**src/rtl/serializador_palavra_pkg.sv**
```systemverilog
// Shared types and helpers for the word serializer: FSM states, default width, counter sizing.
package serializador_pkg;

  typedef enum logic [1:0] {
    OCIOSO,
    DESLOCA,
    PARIDADE,
    INTERVALO
  } estado_t;

  localparam int LARGURA_PADRAO = 4;

  // Never narrower than one bit, so a count of 1 still gets a real register.
  function automatic int larguraContador(input int n);
    return (n < 2) ? 1 : $clog2(n);
  endfunction

endpackage

```
**src/rtl/serializador_palavra_contador_bits.sv**
```systemverilog
// Loadable down-counter with a terminal flag decoded from the registered count.
module contador_bits
  import serializador_pkg::*;
#(
  parameter int W = larguraContador(LARGURA_PADRAO)
) (
  input  logic         clock,
  input  logic         resetN,
  input  logic         carregar,
  input  logic         decrementar,
  input  logic [W-1:0] valorCarga,
  output logic         terminal
);

  logic [W-1:0] r_contagem;

  always_ff @(posedge clock) begin
    if (!resetN) begin
      r_contagem <= '0;
    end else if (carregar) begin
      r_contagem <= valorCarga;
    end else if (decrementar) begin
      r_contagem <= r_contagem - W'(1);
    end
  end

  assign terminal = (r_contagem == '0);

endmodule

```
**src/rtl/serializador_palavra.sv**
```systemverilog
// Parallel-to-serial word source, MSB first, with valid/ready intake and optional idle gap.
// Define SERIALIZADOR_PARIDADE_EN to append one even-parity bit after every word.
module serializador_palavra
  import serializador_pkg::*;
#(
  parameter int LARGURA   = LARGURA_PADRAO,
  parameter int INTERVALO = 0
) (
  input  logic               clock,
  input  logic               resetN,
  input  logic [LARGURA-1:0] palavra,
  input  logic               palavraValida,
  output logic               pronto,
  output logic               novoBit,
  output logic               bitValido,
  output logic               ehParidade,
  output logic               ocupado
);

  localparam int W_BITS = larguraContador(LARGURA);
  localparam int W_INT  = larguraContador((INTERVALO < 2) ? 2 : INTERVALO);
  localparam logic [W_BITS-1:0] CARGA_BITS = W_BITS'(LARGURA - 1);
  localparam logic [W_INT-1:0]  CARGA_INT  = W_INT'((INTERVALO > 0) ? INTERVALO - 1 : 0);
  localparam estado_t POS_PALAVRA = (INTERVALO > 0) ? serializador_pkg::INTERVALO : OCIOSO;

  estado_t            r_estado;
  logic [LARGURA-1:0] r_desloca;
  logic               r_ativo;
`ifdef SERIALIZADOR_PARIDADE_EN
  logic               r_paridade;
`endif

  logic w_aceita;
  logic w_fimPalavra;
  logic w_bitsFim;
  logic w_intFim;
  logic w_decBits;
  logic w_carregaInt;
  logic w_decInt;

  // r_ativo holds pronto low on the first cycle after reset releases.
  assign w_aceita = (r_estado == OCIOSO) && r_ativo && palavraValida;
`ifdef SERIALIZADOR_PARIDADE_EN
  assign w_fimPalavra = (r_estado == PARIDADE);
`else
  assign w_fimPalavra = (r_estado == DESLOCA) && w_bitsFim;
`endif
  assign w_decBits    = (r_estado == DESLOCA) && !w_bitsFim;
  assign w_carregaInt = w_fimPalavra && (INTERVALO > 0);
  assign w_decInt     = (r_estado == serializador_pkg::INTERVALO) && !w_intFim;

  contador_bits #(.W(W_BITS)) u_contaBits (
    .clock       (clock),
    .resetN      (resetN),
    .carregar    (w_aceita),
    .decrementar (w_decBits),
    .valorCarga  (CARGA_BITS),
    .terminal    (w_bitsFim)
  );

  contador_bits #(.W(W_INT)) u_contaIntervalo (
    .clock       (clock),
    .resetN      (resetN),
    .carregar    (w_carregaInt),
    .decrementar (w_decInt),
    .valorCarga  (CARGA_INT),
    .terminal    (w_intFim)
  );

  always_ff @(posedge clock) begin
    if (!resetN) begin
      r_estado   <= OCIOSO;
      r_desloca  <= '0;
      r_ativo    <= 1'b0;
`ifdef SERIALIZADOR_PARIDADE_EN
      r_paridade <= 1'b0;
`endif
    end else begin
      r_ativo <= 1'b1;
      case (r_estado)
        OCIOSO: begin
          if (w_aceita) begin
            r_desloca  <= palavra;
`ifdef SERIALIZADOR_PARIDADE_EN
            r_paridade <= ^palavra;
`endif
            r_estado   <= DESLOCA;
          end
        end
        DESLOCA: begin
          r_desloca <= {r_desloca[LARGURA-2:0], 1'b0};
          if (w_bitsFim) begin
`ifdef SERIALIZADOR_PARIDADE_EN
            r_estado <= PARIDADE;
`else
            r_estado <= POS_PALAVRA;
`endif
          end
        end
`ifdef SERIALIZADOR_PARIDADE_EN
        PARIDADE: r_estado <= POS_PALAVRA;
`endif
        serializador_pkg::INTERVALO: begin
          if (w_intFim) r_estado <= OCIOSO;
        end
        default: r_estado <= OCIOSO;
      endcase
    end
  end

  assign pronto  = (r_estado == OCIOSO) && r_ativo;
  assign ocupado = (r_estado != OCIOSO);
`ifdef SERIALIZADOR_PARIDADE_EN
  assign bitValido  = (r_estado == DESLOCA) || (r_estado == PARIDADE);
  assign ehParidade = (r_estado == PARIDADE);
  assign novoBit    = ((r_estado == DESLOCA) && r_desloca[LARGURA-1])
                    || ((r_estado == PARIDADE) && r_paridade);
`else
  assign bitValido  = (r_estado == DESLOCA);
  assign ehParidade = 1'b0;
  assign novoBit    = (r_estado == DESLOCA) && r_desloca[LARGURA-1];
`endif

endmodule

```
**config.mk**
```make
export PLATFORM = sky130hd
export DESIGN_NAME = serializador_palavra
export DESIGN_NICKNAME = d
export VERILOG_FILES = /design/src/rtl/serializador_palavra_pkg.sv /design/src/rtl/serializador_palavra_contador_bits.sv /design/src/rtl/serializador_palavra.sv
export SDC_FILE = /design/constraint.sdc
export NUM_CORES = 1
export LEC_CHECK = 0
export CORE_MARGIN = 3
export CORE_UTILIZATION = 25
export CTS_BUF_LIST = sky130_fd_sc_hd__clkbuf_16
export CTS_CLUSTER_DIAMETER = 60
export CTS_CLUSTER_SIZE = 20
export DETAILED_ROUTE_END_ITERATION = 8
export GPL_TIMING_DRIVEN = 0
export PLACE_DENSITY = 0.49
export SYNTH_ARGS = -nofsm -noshare
export SYNTH_HDL_FRONTEND = slang
export SYNTH_SLANG_ARGS = --single-unit
```
**constraint.sdc**
```tcl
create_clock -name clock -period 1.45 [get_ports clock]
set_input_delay 0.3625 -clock clock [delete_from_list [all_inputs] [get_ports clock]]
set_output_delay 0.3625 -clock clock [all_outputs]
set_load 0.01 [all_outputs]
```
==> metrics.md, run 1 <==
| Metric | Value |
|---|---|
| Gate Count Post-Synth | 39 |
| Overall global routing resource usage | 9.81% |
| Final net count | 61 |
| Worst-path maximum fanout | 6 |
| Total Power | 0.803 mW |
| Minimum clock period | 1.39 ns |
| Vias per cell | 4.56 |
| Netlist area before placement | 382 um^2 |
| PD cells | 1430 nW/um^2 |
| Final Util | 41.2% |
| Final Routed Wirelength | 719 um |
| Vias in the first global route | 311 |
| Crit. End Element | register |
| GRT met2 Usage | 15.3% |
| Fmax | 721 MHz |
| Cts bufs inserted | 3 |
| Status | finished, final reports clean |
| Die extent in x | 45.1 um |
| Filler instances | 148 |
| Launch point of the worst reg-to-reg path | u_contaBits.r_contagem[0] |
| CTS tree | done |
| Clock share of power | 56.6% |
| Peak VDD IR | 681 uV |
| CTS Sinks | 8 |
| Post-Syn Area per Cell | 9.79 um^2 |
| Worst R2R Path Depth | 4 |
| Final ANT Viol Nets | 0 |
| #FFs+latches synth | 8 |
| Post-CTS sizing | 6 |
| Met3 GRT Util | 4.78% |
| GRT overflow | 0 |
| Nature of the critical path startpoint | input port |
| Sw Ratio | 18.9% |
| Post-DP HPWL | 545 um |
| Critical Path End | r_desloca[0] |
| Core Box Area | 1370 um^2 |
| Htree depth | 1 |
| Worst Path Class, Setup | in -> reg |
| DIE AREA | 2030 um^2 |
| Die Ht | 45.1 um |
| Site row count | 13 |
| Synth top area cells | dfxtp_1 (42%), mux2i_1 (10%), a21oi_1 (6.6%), o21ai_0 (3.9%), buf_4 (3.9%) |
| Synth-to-Final Area Change | 47.5% |
| Max cap viols | 0 |
| Synth area leader | dfxtp_1 |
| Worst R2R End | u_contaBits.r_contagem[1] |
| Reg-to-reg setup timing slack | 0.31 ns |
| Initial Util | 27.9% |
| Sw Pwr | 0.152 mW |
| Pint | 0.651 mW |
| I/O Buffers | 10 |
| Yosys top cell area share | 42.0% |
| Root Driver | clkbuf_16 |
| Clk buf depth | 2 |
| Fin crit share | 95.7% |
| First-pass GRT wire length | 1300 um |
| DR vias | 301 |
| Gr busiest metal | met2 |
| Part of the power in combinational logic | 12.1% |
| Final Hold Vio Count | 0 |
| Placer congestion estimate | 0.677 |
| Clock transition at path regs | 0.04 ns |
| Clock insertion delay at the later pin of the skew report | 0.23 ns |
| CP arrival | 1.51 ns |
| IO Pins | 12 |
| Pin count of the biggest net entering global routing | 10 |
| RSZ-0062 raised after global routing | no |
| Initial antenna violation count | 0 |
| Synth warnings | 0 |
| Drt pass-1 iters | 4 |
| # hold bufs at CTS | 0 |
| WP data required | 1.57 ns |
| Drt wl/cell | 10.9 um |
| # diodes | 0 |
| Lkg Pwr | 0.257 nW |
| DRC Markers | 0 |
| Slew Viols, Final | 0 |
| Sequential area share after synthesis | 42.0% |
| # setup viols final | 0 |
| Yosys cell types | 18 |
| Post-CTS Setup Inserts | 0 |
| Worst hold path class | reg -> reg |
| DRT iter0 DRCs | 4 |
| Share of cells above drive strength 1 | 17.6% |
| Register share of total power | 31.3% |
| GRT met1 Usage | 9.47% |
| CP Launch Point | palavraValida |
| Syn Nets | 47 |
| Setup Skew | 0.00115 ns |
==> placed cells by master (no fill, tap or decap) <==
cell type and instances:
and2_1 2, conb_1 1, nor2b_1 1, mux2i_1 4
ha_1 1, a21oi_1 5, o21ai_0 3, inv_1 3
dlygate4sd2_1 4, xor2_1 1, o31ai_1 2, buf_4 2
nand2_1 1, mux2_4 1, dfxtp_1 7, dfxtp_4 1
and2_4 1, clkbuf_16 3, mux2_2 1, and3_1 1
clkdlybuf4s50_1 6
==> cell usage after synthesis <==
cell type  n
a21oi_1    5
and2_1     2
and2_4     1
and3_1     1
buf_4      2
buf_6      1
conb_1     1
dfxtp_1    8
ha_1       1
inv_1      3
mux2_2     1
mux2_4     1
mux2i_1    4
nand2_1    1
nor2b_1    1
o21ai_0    3
o31ai_1    2
xor2_1     1
==> registers in the layout, indices dropped and copies added, names as in the netlist <==
name and cells:
r_estado 1, u_contaBits.r_contagem 2, r_desloca 4, r_ativo 1
==> critical path: stages <==
cell and delay (ns):
clkdlybuf4s50_1 0.47, and2_4 0.20, mux2_4 0.30, and3_1 0.17
==> power by group through the flow <==
| stage | logic (mW) | clock network, mW | registers [mW] |
|---|---|---|---|
| after global placement | 0.103 | 0 | 0.254 |
| after detailed placement | 0.106 | 0 | 0.255 |
| after floorplan | 0.0664 | 0 | 0.253 |
| after CTS | 0.102 | 0.469 | 0.251 |
| after global routing | 0.110 | 0.490 | 0.254 |
| final | 0.0975 | 0.454 | 0.251 |
==> cell type report <==
cell class                      instances  area (um^2)  share of cell area [%]
Multi-Input combinational cell         25          184                    32.7
Inverter                                3         11.3                    2.00
Sequential cell                         8          164                    29.1
Clock buffer                            3         75.1                    13.3
Tap cell                               15         18.8                    3.33
Buffer                                  2         15.0                    2.67
Timing Repair Buffer                   10         95.1                    16.9
==> worst min-delay path by stage <==
| stage | depth (start not counted) | end | from |
|---|---|---|---|
| floorplan | 0 | r_ativo | resetN |
| global placement | 2 | r_desloca[2] | r_desloca[1] |
| detailed placement | 2 | u_contaBits.r_contagem[1] | u_contaBits.r_contagem[1] |
| CTS | 1 | u_contaBits.r_contagem[1] | r_estado[0] |
| global route | 1 | u_contaBits.r_contagem[1] | r_estado[0] |
| finish | 1 | u_contaBits.r_contagem[1] | r_estado[0] |
==> per-stage QoR <==
step	cell area [um^2]	cells	setup WS [ns]	TNS, ns	hold WS (ns)
final	563	66	0.0628	0	0.493
after detailed placement	500	64	-0.228	-0.467	0.520
after floorplan	382	39	0.291	0	0.390
after global routing	563	66	0.0355	0	0.526
after global placement	500	64	-0.220	-0.414	0.514
after CTS	574	67	0.00896	0	0.496
==> logic make-up (layout without fill, tap and decap cells) <==
family | Yosys count | in the layout | share of synthesized area [%]
AOI/OAI and AO/OA | 10 | 10 | 14.4
xor gates and xnor gates | 1 | 1 | 2.30
adders and majority gates | 1 | 1 | 3.28
buffers and inverters | 6 | 18 | 9.83
DFF | 8 | 8 | 42.0
muxes | 6 | 6 | 17.4
other | 1 | 1 | 0.983
and+or+nand+nor | 6 | 6 | 9.84
==> metal layers <==
layer | wire (um) | part of all wire [%]
met5 | 0 | 0
met3 | 49 | 6.8
met2 | 334 | 46
met1 | 308 | 43
met4 | 27 | 3.8
Note: power is estimated with default switching activity, not from simulation.
==> run 2, diff against run 1 <==
--- a/config.mk
+++ b/config.mk
@@ -12,7 +12,7 @@
 export CTS_CLUSTER_SIZE = 20
 export DETAILED_ROUTE_END_ITERATION = 8
 export GPL_TIMING_DRIVEN = 0
-export PLACE_DENSITY = 0.49
+export SLEW_MARGIN = 20
 export SYNTH_ARGS = -nofsm -noshare
 export SYNTH_HDL_FRONTEND = slang
 export SYNTH_SLANG_ARGS = --single-unit
==> run 2 against run 1 <==
Cell area unchanged. Total power up 0.72%. Die area unchanged. Setup slack worse by 0.0028 ns. Sequential power about the same. Sequential share of layout area unchanged. Hold slack worse by 0.00078 ns. Clock-buffer cell count unchanged. Via count down 2.7%. Largest cell class unchanged. First-iteration DRC count down 75%. Critical endpoint unchanged. Critical path depth unchanged.
==> metrics.md, run 2 (synthesized netlist as in run 1, its figures left out) <==
| Metric | Value |
|---|---|
| Crit. End Element | register |
| Nature of the critical path startpoint | input port |
| GRT met1 Usage | 8.98% (-0.49 points) |
| I/O Buffers | 10 (unchanged) |
| Fmax | 719 MHz (-0.20%) |
| CTS Sinks | 8 (unchanged) |
| Biggest regs | r_desloca (4), u_contaBits.r_contagem (2) |
| Overall global routing resource usage | 8.09% (-1.7 points) |
| Share of cells above drive strength 1 | 17.6% (unchanged) |
| DP Worst Slack | -0.221 ns (+0.00657 ns) |
| Setup TNS | 0 ns (unchanged) |
| Register area | 164 um^2 (unchanged) |
| Initial Util | 27.9% (unchanged) |
| Largest register FFs | 4 (unchanged) |
| Vias in the first global route | 252 (-19%) |
| Status | finished, final reports clean |
| Met3 GRT Util | 5.98% (+1.2 points) |
| Initial antenna violation count | 0 (unchanged) |
| Die Ht | 45.1 um (unchanged) |
| CP arrival | 1.51 ns (about the same) |
| DIE AREA | 2030 um^2 (unchanged) |
| Vias per cell | 4.44 (-2.7%) |
| DRC Markers | 0 (unchanged) |
| WP data required | 1.57 ns (about the same) |
| Clk buf depth | 2 (unchanged) |
| Post-CTS Setup Inserts | 0 (unchanged) |
| Setup Skew | 0.00118 ns (+0.0000343 ns) |
| # diodes | 0 (unchanged) |
| DR vias | 293 (-2.7%) |
| Root Driver | clkbuf_16 |
| Core Box Area | 1370 um^2 (unchanged) |
| IO Pins | 12 (unchanged) |
| Site row count | 13 (unchanged) |
| Final Hold Vio Count | 0 (unchanged) |
| GRT met2 Usage | 10.7% (-4.5 points) |
| GRT overflow | 0 (unchanged) |
| Most flops, register | r_desloca |
| Area of the multi-input gates | 184 um^2 (unchanged) |
| Final Util | 41.2% (unchanged) |
| Post-DP HPWL | 505 um (-7.4%) |
| RSZ-0062 raised after global routing | no |
| Die extent in x | 45.1 um (unchanged) |
| Final cell count without fillers | 66 (unchanged) |
| # setup viols final | 0 (unchanged) |
| PD cells | 1440 nW/um^2 (+0.72%) |
| Cts bufs inserted | 3 (unchanged) |
| Peak VDD IR | 1020 uV (+49%) |
| Most common cell after layout, fill and taps aside | dfxtp_1 |
| Htree depth | 1 (unchanged) |
| Worst hold path class | reg -> reg |
| Worst-path maximum fanout | 6 (unchanged) |
| Commonest non-fill, non-tap cells in the layout | dfxtp_1 (7), clkdlybuf4s50_1 (6), a21oi_1 (5) |
| Worst path max stage delay | 0.47 ns (about the same) |
| Hold Path Depth | 1 (unchanged) |
| Drt wl/cell | 10.9 um (+0.14%) |
| Final Routed Wirelength | 720 um (+0.14%) |
| CP Cell Sequence | clkdlybuf4s50_1, and2_4, mux2_4, and3_1 |
| Pin count of the biggest net entering global routing | 10 (unchanged) |
| Slowest stage cell, crit path | clkdlybuf4s50_1 |
| Placer congestion estimate | 0.650 (-4.0%) |
| Filler instances | 148 (unchanged) |
| Drt pass-1 iters | 2 (-2) |
| Placed cell areas | 500 um^2 (unchanged) |
| Gr busiest metal | met2 |
| Final WS setup | 0.0600 ns (-0.00277 ns) |
| # hold bufs at CTS | 0 (unchanged) |
| # placed instances | 64 (unchanged) |
| First-pass GRT wire length | 1080 um (-17%) |
| Post-route cell area | 563 um^2 (unchanged) |
| Minimum clock period | 1.39 ns (+0.00277 ns) |
| Worst R2R Path Depth | 4 (unchanged) |
| Lkg Pwr | 0.257 nW (unchanged) |
| CTS tree | done |
| Worst Path Class, Setup | in -> reg |
| Final ANT Viol Nets | 0 (unchanged) |
| DRT iter0 DRCs | 1 (-3) |
| Slew Viols, Final | 0 (unchanged) |
| Fin crit share | 95.9% (+0.19 points) |
| Max cap viols | 0 (unchanged) |
| Clock insertion delay at the later pin of the skew report | 0.23 ns (about the same) |
| Synth-to-Final Area Change | 47.5% (unchanged) |
| Final net count | 61 (unchanged) |
| Clock transition at path regs | 0.04 ns (about the same) |
==> run 2: worst paths after layout <==
kind / from / to / slack, ns
hold reg to reg: r_estado[0] / u_contaBits.r_contagem[0] / 0.49
hold / removal: r_estado[0] / u_contaBits.r_contagem[0] / 0.49
setup / recovery: palavraValida / r_desloca[0] / 0.06
setup reg to reg: u_contaBits.r_contagem[0] / u_contaBits.r_contagem[1] / 0.29
==> run 2: cell type report <==
cell class,count,area share [%]
multi-input combinational,25,32.7
sequential,8,29.1
timing repair buffer,10,16.9
clock buffer,3,13.3
tap,15,3.33
buffer,2,2.67
inverter,3,2.00
==> run 2: timing repair <==
item	in CTS	in global routing
setup endpoints to repair	4	1
resized for setup	6	0
cloned	0	0
==> run 2: worst max-delay path, delay by kind of cell <==
family | cells | cell delay (ns)
buf+inv | 1 | 0.47
simple gates | 2 | 0.37
mux | 1 | 0.30
==> run 2: per-layer routing <==
metal  vias to the layer above  part of all wire [%]
met1                       132                    42
met4                         0                     0
met3                         0                   8.9
met5                         -                     0
met2                         7                    49
li1                        154                     -
==> run 2: where the power goes <==
| group | internal (mW) | switching (mW) |
|---|---|---|
| combinational | 0.0582 | 0.0407 |
| sequential | 0.239 | 0.0122 |
| clock | 0.355 | 0.104 |
==> run 2: per-stage QoR <==
step	power (mW)	hold slack (ns)
floorplan	0.320	0.390
global placement	0.358	0.522
detailed placement	0.360	0.530
CTS	0.825	0.493
global route	0.842	0.512
finish	0.809	0.492
